### src/rtl/fp_add.sv
// Pipelined IEEE-754 binary32 adder/subtractor with fixed latency LAT (default `FP_ADD_LAT).
// Define FP_ADD_DENORM_EN for gradual underflow; otherwise denormals flush to signed zero.
`timescale 1ns/1ps
`ifndef FP_ADD_LAT
`define FP_ADD_LAT 3
`endif

module fp_add #(
    parameter int LAT = `FP_ADD_LAT
) (
    input  logic        clk,
    input  logic        rst,
    input  logic [31:0] a,
    input  logic [31:0] b,
    input  logic        sub,
    input  logic        en,
    output logic [31:0] y,
    output logic        valid
);

    // Handshake: en is a valid tag with no back-pressure; the pipeline always
    // advances, and valid pulses for one cycle exactly LAT cycles after en.

    localparam logic [31:0] QNAN = 32'h7FC0_0000;

    function automatic logic [4:0] lzc27(input logic [26:0] v);
        logic [4:0] n;
        n = 5'd27;
        for (int i = 0; i < 27; i++) begin
            if (v[i]) n = 5'(26 - i);
        end
        return n;
    endfunction

    // ---------------- stage 1: unpack, specials, swap, align ----------------
    logic        sa, sbe;
    logic [7:0]  ea, eb, ea_eff, eb_eff;
    logic [23:0] ma, mb;
    logic        nan_a, nan_b, inf_a, inf_b;
    logic        a_ge_b;
    logic        sl;
    logic [7:0]  el, es, d;
    logic [23:0] ml, ms;
    logic [53:0] sh_w;
    logic [26:0] ms_al;
    logic        special;
    logic [31:0] spec_val;

    always_comb begin
        sa  = a[31];
        sbe = b[31] ^ sub;
        ea  = a[30:23];
        eb  = b[30:23];
        nan_a = (&ea) && (|a[22:0]);
        nan_b = (&eb) && (|b[22:0]);
        inf_a = (&ea) && !(|a[22:0]);
        inf_b = (&eb) && !(|b[22:0]);
`ifdef FP_ADD_DENORM_EN
        ea_eff = (ea == 8'd0) ? 8'd1 : ea;
        eb_eff = (eb == 8'd0) ? 8'd1 : eb;
        ma = {ea != 8'd0, a[22:0]};
        mb = {eb != 8'd0, b[22:0]};
`else
        ea_eff = ea;
        eb_eff = eb;
        ma = (ea == 8'd0) ? 24'd0 : {1'b1, a[22:0]};
        mb = (eb == 8'd0) ? 24'd0 : {1'b1, b[22:0]};
`endif
        a_ge_b = {ea_eff, ma} >= {eb_eff, mb};
        sl = a_ge_b ? sa : sbe;
        el = a_ge_b ? ea_eff : eb_eff;
        es = a_ge_b ? eb_eff : ea_eff;
        ml = a_ge_b ? ma : mb;
        ms = a_ge_b ? mb : ma;
        d  = el - es;
        // Three extra bits below the LSB hold guard, round and sticky.
        sh_w = {ms, 3'b000, 27'd0} >> d;
        if (d >= 8'd27) ms_al = {26'd0, |ms};
        else            ms_al = {sh_w[53:28], sh_w[27] | (|sh_w[26:0])};

        special = nan_a || nan_b || inf_a || inf_b;
        if (nan_a || nan_b || (inf_a && inf_b && (sa != sbe))) spec_val = QNAN;
        else if (inf_a)                                      spec_val = {sa, 8'hFF, 23'd0};
        else                                                 spec_val = {sbe, 8'hFF, 23'd0};
    end

    logic        s1_valid;
    logic        s1_sign, s1_sub_op, s1_zero_sign, s1_special;
    logic [31:0] s1_spec_val;
    logic [7:0]  s1_exp;
    logic [26:0] s1_ml, s1_ms;

    always_ff @(posedge clk) begin
        if (rst) s1_valid <= 1'b0;
        else     s1_valid <= en;
        s1_sign      <= sl;
        s1_sub_op    <= sa ^ sbe;
        s1_zero_sign <= sa & sbe;
        s1_special   <= special;
        s1_spec_val  <= spec_val;
        s1_exp       <= el;
        s1_ml        <= {ml, 3'b000};
        s1_ms        <= ms_al;
    end

    // ---------------- stage 2: add/sub, leading-zero count, normalize -------
    logic [27:0] sum;
    logic [4:0]  lz, sh;
    logic [26:0] norm;
    logic [9:0]  exp_n;
    logic        sum_zero, flush, ovf;
    logic [7:0]  exp_field;

    always_comb begin
        if (s1_sub_op) sum = {1'b0, s1_ml} - {1'b0, s1_ms};
        else           sum = {1'b0, s1_ml} + {1'b0, s1_ms};
        lz = lzc27(sum[26:0]);
`ifdef FP_ADD_DENORM_EN
        // Stop left shifts at exponent 1 so tiny results come out already denormalized.
        sh = ({3'b000, lz} < s1_exp) ? lz : 5'(s1_exp - 8'd1);
`else
        sh = lz;
`endif
        if (sum[27]) begin
            norm  = {sum[27:2], sum[1] | sum[0]};
            exp_n = {2'b00, s1_exp} + 10'd1;
        end else begin
            norm  = sum[26:0] << sh;
            exp_n = {2'b00, s1_exp} - {5'd0, sh};
        end
        sum_zero  = (sum == 28'd0);
        flush     = exp_n[9] || (exp_n == 10'd0);
        ovf       = !exp_n[9] && (exp_n >= 10'd255);
        exp_field = norm[26] ? exp_n[7:0] : 8'd0;
    end

    logic        s2_valid;
    logic        s2_sign, s2_zero, s2_zero_sign, s2_flush, s2_ovf, s2_special;
    logic [31:0] s2_spec_val;
    logic [7:0]  s2_exp;
    logic [25:0] s2_mant;

    always_ff @(posedge clk) begin
        if (rst) s2_valid <= 1'b0;
        else     s2_valid <= s1_valid;
        s2_sign      <= s1_sign;
        s2_zero      <= sum_zero;
        s2_zero_sign <= s1_zero_sign;
        s2_flush     <= flush;
        s2_ovf       <= ovf;
        s2_special   <= s1_special;
        s2_spec_val  <= s1_spec_val;
        s2_exp       <= exp_field;
        s2_mant      <= norm[25:0];
    end

    // ---------------- stage 3: round to nearest even, pack ------------------
    logic        rnd;
    logic [30:0] packed_mag;
    logic [31:0] res3;

    always_comb begin
        rnd = s2_mant[2] && (s2_mant[1] || s2_mant[0] || s2_mant[3]);
        // Rounding carry ripples into the exponent: covers renormalization,
        // denormal-to-normal promotion and overflow to infinity.
        packed_mag = {s2_exp, s2_mant[25:3]} + {30'd0, rnd};
        if (s2_special)    res3 = s2_spec_val;
        else if (s2_zero)  res3 = {s2_zero_sign, 31'd0};
        else if (s2_flush) res3 = {s2_sign, 31'd0};
        else if (s2_ovf)   res3 = {s2_sign, 8'hFF, 23'd0};
        else               res3 = {s2_sign, packed_mag};
    end

    logic [31:0] tail_y;
    logic        tail_v;

    generate
        if (LAT <= 3) begin : g_nodly
            assign tail_y = res3;
            assign tail_v = s2_valid;
        end else begin : g_dly
            logic [31:0] dly_y [1:LAT-3];
            logic        dly_v [1:LAT-3];
            always_ff @(posedge clk) begin
                if (rst) begin
                    for (int i = 1; i <= LAT - 3; i++) dly_v[i] <= 1'b0;
                end else begin
                    dly_v[1] <= s2_valid;
                    for (int i = 2; i <= LAT - 3; i++) dly_v[i] <= dly_v[i-1];
                end
                dly_y[1] <= res3;
                for (int i = 2; i <= LAT - 3; i++) dly_y[i] <= dly_y[i-1];
            end
            assign tail_y = dly_y[LAT-3];
            assign tail_v = dly_v[LAT-3];
        end
    endgenerate

    always_ff @(posedge clk) begin
        if (rst) begin
            y     <= 32'd0;
            valid <= 1'b0;
        end else begin
            valid <= tail_v;
            if (tail_v) y <= tail_y;
        end
    end

endmodule

### config.mk
export PLATFORM = sky130hd
export DESIGN_NAME = fp_add
export DESIGN_NICKNAME = d
export VERILOG_FILES = /design/src/rtl/fp_add.sv
export SDC_FILE = /design/constraint.sdc
export NUM_CORES = 1
export LEC_CHECK = 0
export CAP_MARGIN = 20
export CORE_UTILIZATION = 54
export DETAILED_ROUTE_END_ITERATION = 8
export PLACE_DENSITY = 0.86
export SLEW_MARGIN = 30
export SYNTH_ARGS = -nofsm -noshare
export SYNTH_HDL_FRONTEND = slang
export SYNTH_SLANG_ARGS = --single-unit
### constraint.sdc
create_clock -name clk -period 7.5 [get_ports clk]
set_input_delay 0.75 -clock clk [delete_from_list [all_inputs] [get_ports clk]]
set_output_delay 0.75 -clock clk [all_outputs]
set_load 0.005 [all_outputs]
; ---- After elaboration in Yosys (flattened, before gate mapping)
; Index checks and enable logic that the tools add are counted.
; Widths: inputs -> output; s select.
[totals]
wordCells = 110
out_inout_bits = 33
reg_bits = 202
[op_classes]
n_eq_ne = 1
n_mux = 43
n_addsub = 6
bitwise_logic = 5
shifts = 2
n_reduce_logical = 28
magnitude_cmp = 3
[ops]
columns = cell, count
row1 = $mux 5, 26
row2 = $mux 24, 4
row3 = $mux 32, 3
row4 = $mux 31, 2
row5 = $shr 54x8->54, 1
row6 = $reduce_or 23->1, 2
row7 = $ge 32x32->1, 1
row8 = $add 31x1->31, 1
row9 = $add 27x27->28, 1
row10 = $logic_not 28->1, 1
row11 = $mux 28, 1
row12 = $sub 27x27->28, 1
row13 = $mux 27, 1
row14 = $reduce_or 27->1, 1
row15 = $shl 27x5->27, 1
row16 = $reduce_or 24->1, 1
row17 = $logic_not 8->1, 2
row18 = $mux 8, 2
row19 = $reduce_and 8->1, 2
row20 = $ge 10x8->1 const B, 1
row21 = $logic_not 10->1, 1
row22 = $mux 10, 1
row23 = $add 8x1->9 const B, 1
row24 = $sub 8x5->9, 1
row25 = 10 further kinds, 29

; ---- Longest topological paths before layout
[logic_depth]
depth_word = 33
ltp_mapped = 31
ltp_nobuf = 25

; ---- Worst setup path after synthesis
; Ideal clock, no wire load.
[synth_timing]
kind = input to register
start = in b[24]
end = reg s1_ms[0]
t_arrival_ns = 6.818
slack_ns = 0.551
cell_stages = 30
setup_time_ns = 0.131
path_cell_list = nor4_1 > nand2_1 > clkbuf_1 > buf_1 > nand2_1 > ha_1 > a21oi_1 > o21ai_0 > a221oi_1 > and2_1 > nand2_1 > clkbuf_1 > clkbuf_1 > clkbuf_1 > a22oi_1 > ha_1 > or3_1 > a22oi_1 > a31o_2 > a2111oi_1 > clkbuf_1 > buf_2 > buf_2 > nand2_1 > o211ai_1 > o21ai_0 > o21bai_1 > o311ai_0 > a31o_2 > a22oi_1
[synth_via]
elab_chain_len = 9
elab_cells_between_ends = 13
classes_between = add/sub: 1 / order compare: 2 / shift: 1 / mux: 5 / bitwise: 1 / reduce/logical: 3
[synth_lines]
columns = item, line
row1 = "start, declared", 14  ; input logic [31:0] b,
row2 = $logic_not 8->1, 67  ; mb = (eb == 8'd0) ? 24'd0 : {1'b1, b[22:0]};
row3 = $mux 24, 67
row4 = $ge 32x32->1, 69  ; a_ge_b = {ea_eff, ma} >= {eb_eff, mb};
row5 = $mux 8 (on tied branches), "71, 72"
row6 = $sub 8x8->8, 75  ; d = el - es;
row7 = $shr 54x8->54, 77  ; sh_w = {ms, 3'b000, 27'd0} >> d;
row8 = $reduce_or 27->1, 79  ; else ms_al = {sh_w[53:28], sh_w[27] | (|sh_w[26:0])};
row9 = $or 1x1->1, 79
row10 = $mux 1 *, 78  ; if (d >= 8'd27) ms_al = {26'd0, |ms};
row11 = net ms_al[0], 45  ; logic [26:0] ms_al;
row12 = "end signal, assigned", 103  ; s1_ms <= ms_al;
row13 = "end, declared", 91  ; logic [26:0] s1_ml, s1_ms;
; Mark *: on every way through the listed nets, which the timed path passes. The rest lies on a longest branch.
; A chain may end at the register's enable or synchronous reset.

; ---- Final worst setup path
[layout_timing]
start = reg s1_ml[3]
end = reg s2_flush
[layout_via]
elab_chain_len = 30
elab_cells_between_ends = 31
classes_between = add/sub: 3 / mux: 26 / reduce/logical: 2
[layout_lines]
columns = item, line
row1 = "start, declared", 91
row2 = "start signal, assigned", 102  ; s1_ml <= {ml, 3'b000};
row3 = $add 27x27->28 or $sub 27x27->28 (tied branches), "116, 115"
row4 = $mux 28 *, 115  ; if (s1_sub_op) sum = {1'b0, s1_ml} - {1'b0, s1_ms};
row5 = $mux 5 (24 in a row), 30  ; if (v[i]) n = 5'(26 - i);
row6 = $sub 8x5->9, 129  ; exp_n = {2'b00, s1_exp} - {5'd0, sh};
row7 = $mux 10 *, 124  ; if (sum[27]) begin
row8 = $logic_not 10->1, 132  ; flush = exp_n[9] || (exp_n == 10'd0);
row9 = $logic_or 1x1->1 *, 132
row10 = net flush, 111  ; logic sum_zero, flush, ovf;
row11 = "end signal, assigned", 149  ; s2_flush <= flush;
row12 = "end, declared", 138  ; logic s2_sign, s2_zero, s2_zero_sign, s2_flush, s2_ovf, s2_special;
; Marks and branches as above.

==> summary.txt <==
STA
  – Fin. Hold Viols: 0
  – Part of the cycle the worst path needs: 91.0%
  – TNS Setup: 0 ns
  – RSZ-0062 raised after global routing: no
  – Max Clock Skew: ~0.014 ns
  – Setup violators final: 0
  – Pins over their slew limit: 0
  – Relative slew slack: 26.0%
  – Fin crit period: ~6.8 ns
  – Worst-margin pin slew: 1.09 ns
  – Fmax: 146 MHz

Drt
  – Vias/cell: ~6.4
  – TritonRoute pass-1 iters: 6
  – Via Count: roughly 14k
  – DRC Markers: 0
  – Wire per inst: 19.6 um
  – Drt initial violations: 1599
  – Detail Route Antenna Nets: 0
  – Drt total wl: approximately 42000 um

Global route
  – Initial antenna violation count: 1
  – Vias in the first global route: roughly 13k
  – Largest net degree at the start of global routing: approximately 70
  – GRT Total Usage: about a third
  – Grt ovf: 0
  – First-pass GRT wire length: 67500 um

Power and ir drop
  – Max VDD drop: 0.000170 V
  – PwrDens: roughly 260 mW/mm^2
  – Tot Pwr: ~3.9 mW
  – Leakage: 6.13 nW

Worst setup path
  – Crit Reg-Reg Startpoint: s1_ml[3]
  – Crit Path Max Fanout: 22
  – Critical Path Start Type: flip-flop
  – Crit end category: flip-flop
  – R2R Path End: s2_flush
  – R2r setup slk: approximately 0.67 ns
  – Critical path arrival: 7.19 ns
  – Critical path class: flip-flop to flip-flop
  – Register-to-Register Path Depth: 23
  – Worst Path Required: 7.86 ns

CTS
  – H-tree lvl count: 4
  – Worst-path clk slew: about 0.07 ns
  – Clk_lat worst skew: around 0.44 ns
  – Clock sinks: about 140
  – CTS buffer count: 17
  – Post-CTS repair timing setup buffer count: 0
  – Clock Tree Root: clkbuf_16
  – Hold-fix buffers, CTS: 0
  – CTS tree: done
  – CTS Buffer Depth: 2
  – Cts repair resizes: 0

Floorplanning
  – Initial core utilization: between 50% and 60%
  – Core Area: about 0.024 mm^2
  – Die area: approximately 0.025 mm^2
  – Die Span Y: around 160 um
  – Die W: roughly 160 um
  – Num ports: roughly 100
  – Rows: between 50 and 60

Placement
  – IO buf count: 100
  – Placed Area: roughly 0.014 mm^2
  – DP HPWL: around 33000 um
  – Routability Congestion: ~1.0

Synthesis
  – Synthesized cell area: between 0.01 and 0.015 mm^2
  – Post-synthesis xor/xnor area fraction: ~4.7%
  – Post-synthesis sequential area ratio: 21.8%
  – EDFF count, synth: 0
  – Syn nets: around 1.9k
  – Largest family of logic cells by synthesized area: compound AO/OA/AOI/OAI gates
  – Syn. warnings: 0
  – Adder-cell share of the synthesized area: 8.96%
  – Mapped Cells: between 1.5k and 2k
  – Synth Flop Type: dfxtp_1
  – Compound-Gate Fraction of Synth Area: about a quarter
  – #FFs+latches synth: about 140
  – Synth Area in Simple Gates: roughly a quarter
  – Mux cell area share after synthesis: 7.78%
  – Avg Cell Area, Syn: 7.34 um^2
  – Post-synth cell types: 92
  – Async SR Flop Fraction: 0%

Hold path
  – Min-delay worst type: flip-flop to flip-flop
  – Hold Path Sink: s2_zero_sign
  – Hold Crit Depth: 0
  – Min-delay src: s1_zero_sign

Final layout
  – Layout cell share with drive strength beyond 1: under 10%
  – Sequential Area: 0.00284 mm^2
  – Final nets: between 1.5k and 2k
  – Area Growth Syn to Fin: 14.1%
  – Design area: approximately 0.015 mm^2
  – Multi-input logic area: about 0.0094 mm^2
  – Final Util: a little over three fifths
  – Fill count: 2117

Job
  – Max Cap Viol: 0

Run status
  – Status: finished, final reports clean
==> worst max-delay path by stage <==
stage                to  depth (start not counted)      from
5_1_grt          s2_ovf                         22  s1_ms[3]
4_1_cts        s1_ms[0]                         26     a[27]
6_report       s2_flush                         23  s1_ml[3]
2_1_floorplan  s1_ms[0]                         30     b[24]
3_3_place_gp   s1_ms[0]                         26     a[27]
3_5_place_dp   s1_ms[0]                         26     a[27]
==> kinds of logic (layout without fill, tap and decap cells) <==
group / Yosys count / count (layout)
adder cells (fa/ha/maj): 92 / 92
multiplexers: 90 / 90
AO/OA/AOI/OAI: 508 / 508
XOR/XNOR: 68 / 68
AND/OR/NAND/NOR: 682 / 682
buffers and inverters: 192 / 258
other: 0 / 2
flip-flops: 142 / 142
==> state kept, by name (all words and copies together), names as in the netlist, 2 cells and up <==
signal       cells
s2_exp           8
s2_mant         26
s1_ml           24
s1_spec_val      2
s2_spec_val      2
s1_ms           27
s1_exp           8
y               32
==> layer usage <==
layer | GRT usage, % | routed length, um | vias to the layer above
met5 | 0 | 0 | -
met4 | 10.5 | 968 | 0
met3 | 6.55 | 4110 | 82
met2 | 54.2 | 18800 | 733
met1 | 48.3 | 18500 | 6454
li1 | - | - | 6566
==> through the flow <==
stage	setup WS (ns)	hold WS [ns]	cells
detailed placement	0.492	0.312	2127
global route	0.269	0.337	2159
floorplan	0.551	0.310	1774
finish	0.672	0.329	2161
CTS	0.906	0.330	2159
global placement	0.662	0.311	2127
==> power by group <==
group / leakage, nW / total, mW / internal [mW] / switching (mW)
combinational: 4.68 / 2.07 / 0.790 / 1.28
sequential: 1.17 / 1.02 / 0.903 / 0.120
clock: 0.272 / 0.833 / 0.441 / 0.392
total: 6.13 / 3.93 / 2.13 / 1.80
==> cells in the mapped netlist, types with 24 or more instances <==
| library cell | count | area share (%) |
|---|---|---|
| nand2_1 | 202 | 5.8 |
| nor2_1 | 192 | 5.5 |
| dfxtp_1 | 142 | 22 |
| a21oi_1 | 127 | 4.9 |
| o21ai_0 | 116 | 4.5 |
| ha_1 | 90 | 8.7 |
| inv_1 | 90 | 2.6 |
| clkbuf_1 | 76 | 2.2 |
| mux2i_1 | 64 | 4.9 |
| nand3_1 | 50 | 1.9 |
| xnor2_1 | 48 | 3.2 |
| nor3_1 | 36 | 1.4 |
| a211oi_1 | 32 | 1.8 |
| nor2b_1 | 32 | 1.5 |
| nand4_1 | 27 | 1.3 |
| nor4_1 | 27 | 1.3 |
| a31oi_1 | 24 | 1.2 |
| or3_1 | 24 | 1.2 |
==> cell type report <==
type | instances | area share (%)
clock buffers | 17 | 2.87
inverters | 94 | 2.38
multi-input cells | 1440 | 63.6
diodes | 2 | 0.0337
flip-flops and latches | 142 | 19.2
clock inverters | 15 | 0.978
well taps | 319 | 2.69
repair buffers | 132 | 8.33
==> worst max-delay path, stage by stage (launching register included) <==
cell       delay [ns]
dfxtp_1          0.36
ha_1             0.22
inv_1            0.07
fa_1             0.39
or2_2            0.34
a2111oi_1        0.65
o21ai_1          0.20
a311o_1          0.39
a21oi_1          0.31
xnor2_1          0.42
nand4_1          0.46
a41oi_1          0.40
nor2_1           0.08
nor2_1           0.12
inv_1            0.36
ha_1             0.48
a21o_1           0.17
a21oi_1          0.19
nor2b_1          0.07
or4_1            0.42
o21ai_0          0.11
xnor2_1          0.19
nand4_1          0.12
o21ai_0          0.21
==> cell usage in the layout (no fill, tap or decap), drive strengths merged, types with 12 or more instances in the layout <==
cell / count
buf: 33
dfxtp: 142
and2: 23
nand3: 51
xor2: 19
mux2i: 64
nor2b: 32
ha: 90
nor2: 192
nand2b: 18
nand4: 27
clkdlybuf4s50: 99
or3: 24
nand2: 202
nor4: 28
a21o: 23
and3: 13
or2: 12
mux2: 19
a21oi: 127
o22ai: 13
o31ai: 16
o21ai: 119
a211oi: 32
nor3: 37
clkbuf: 17
o211ai: 25
xnor2: 49
o21a: 14
a31oi: 24
inv: 102
Note: power is estimated with default switching activity, not from simulation.
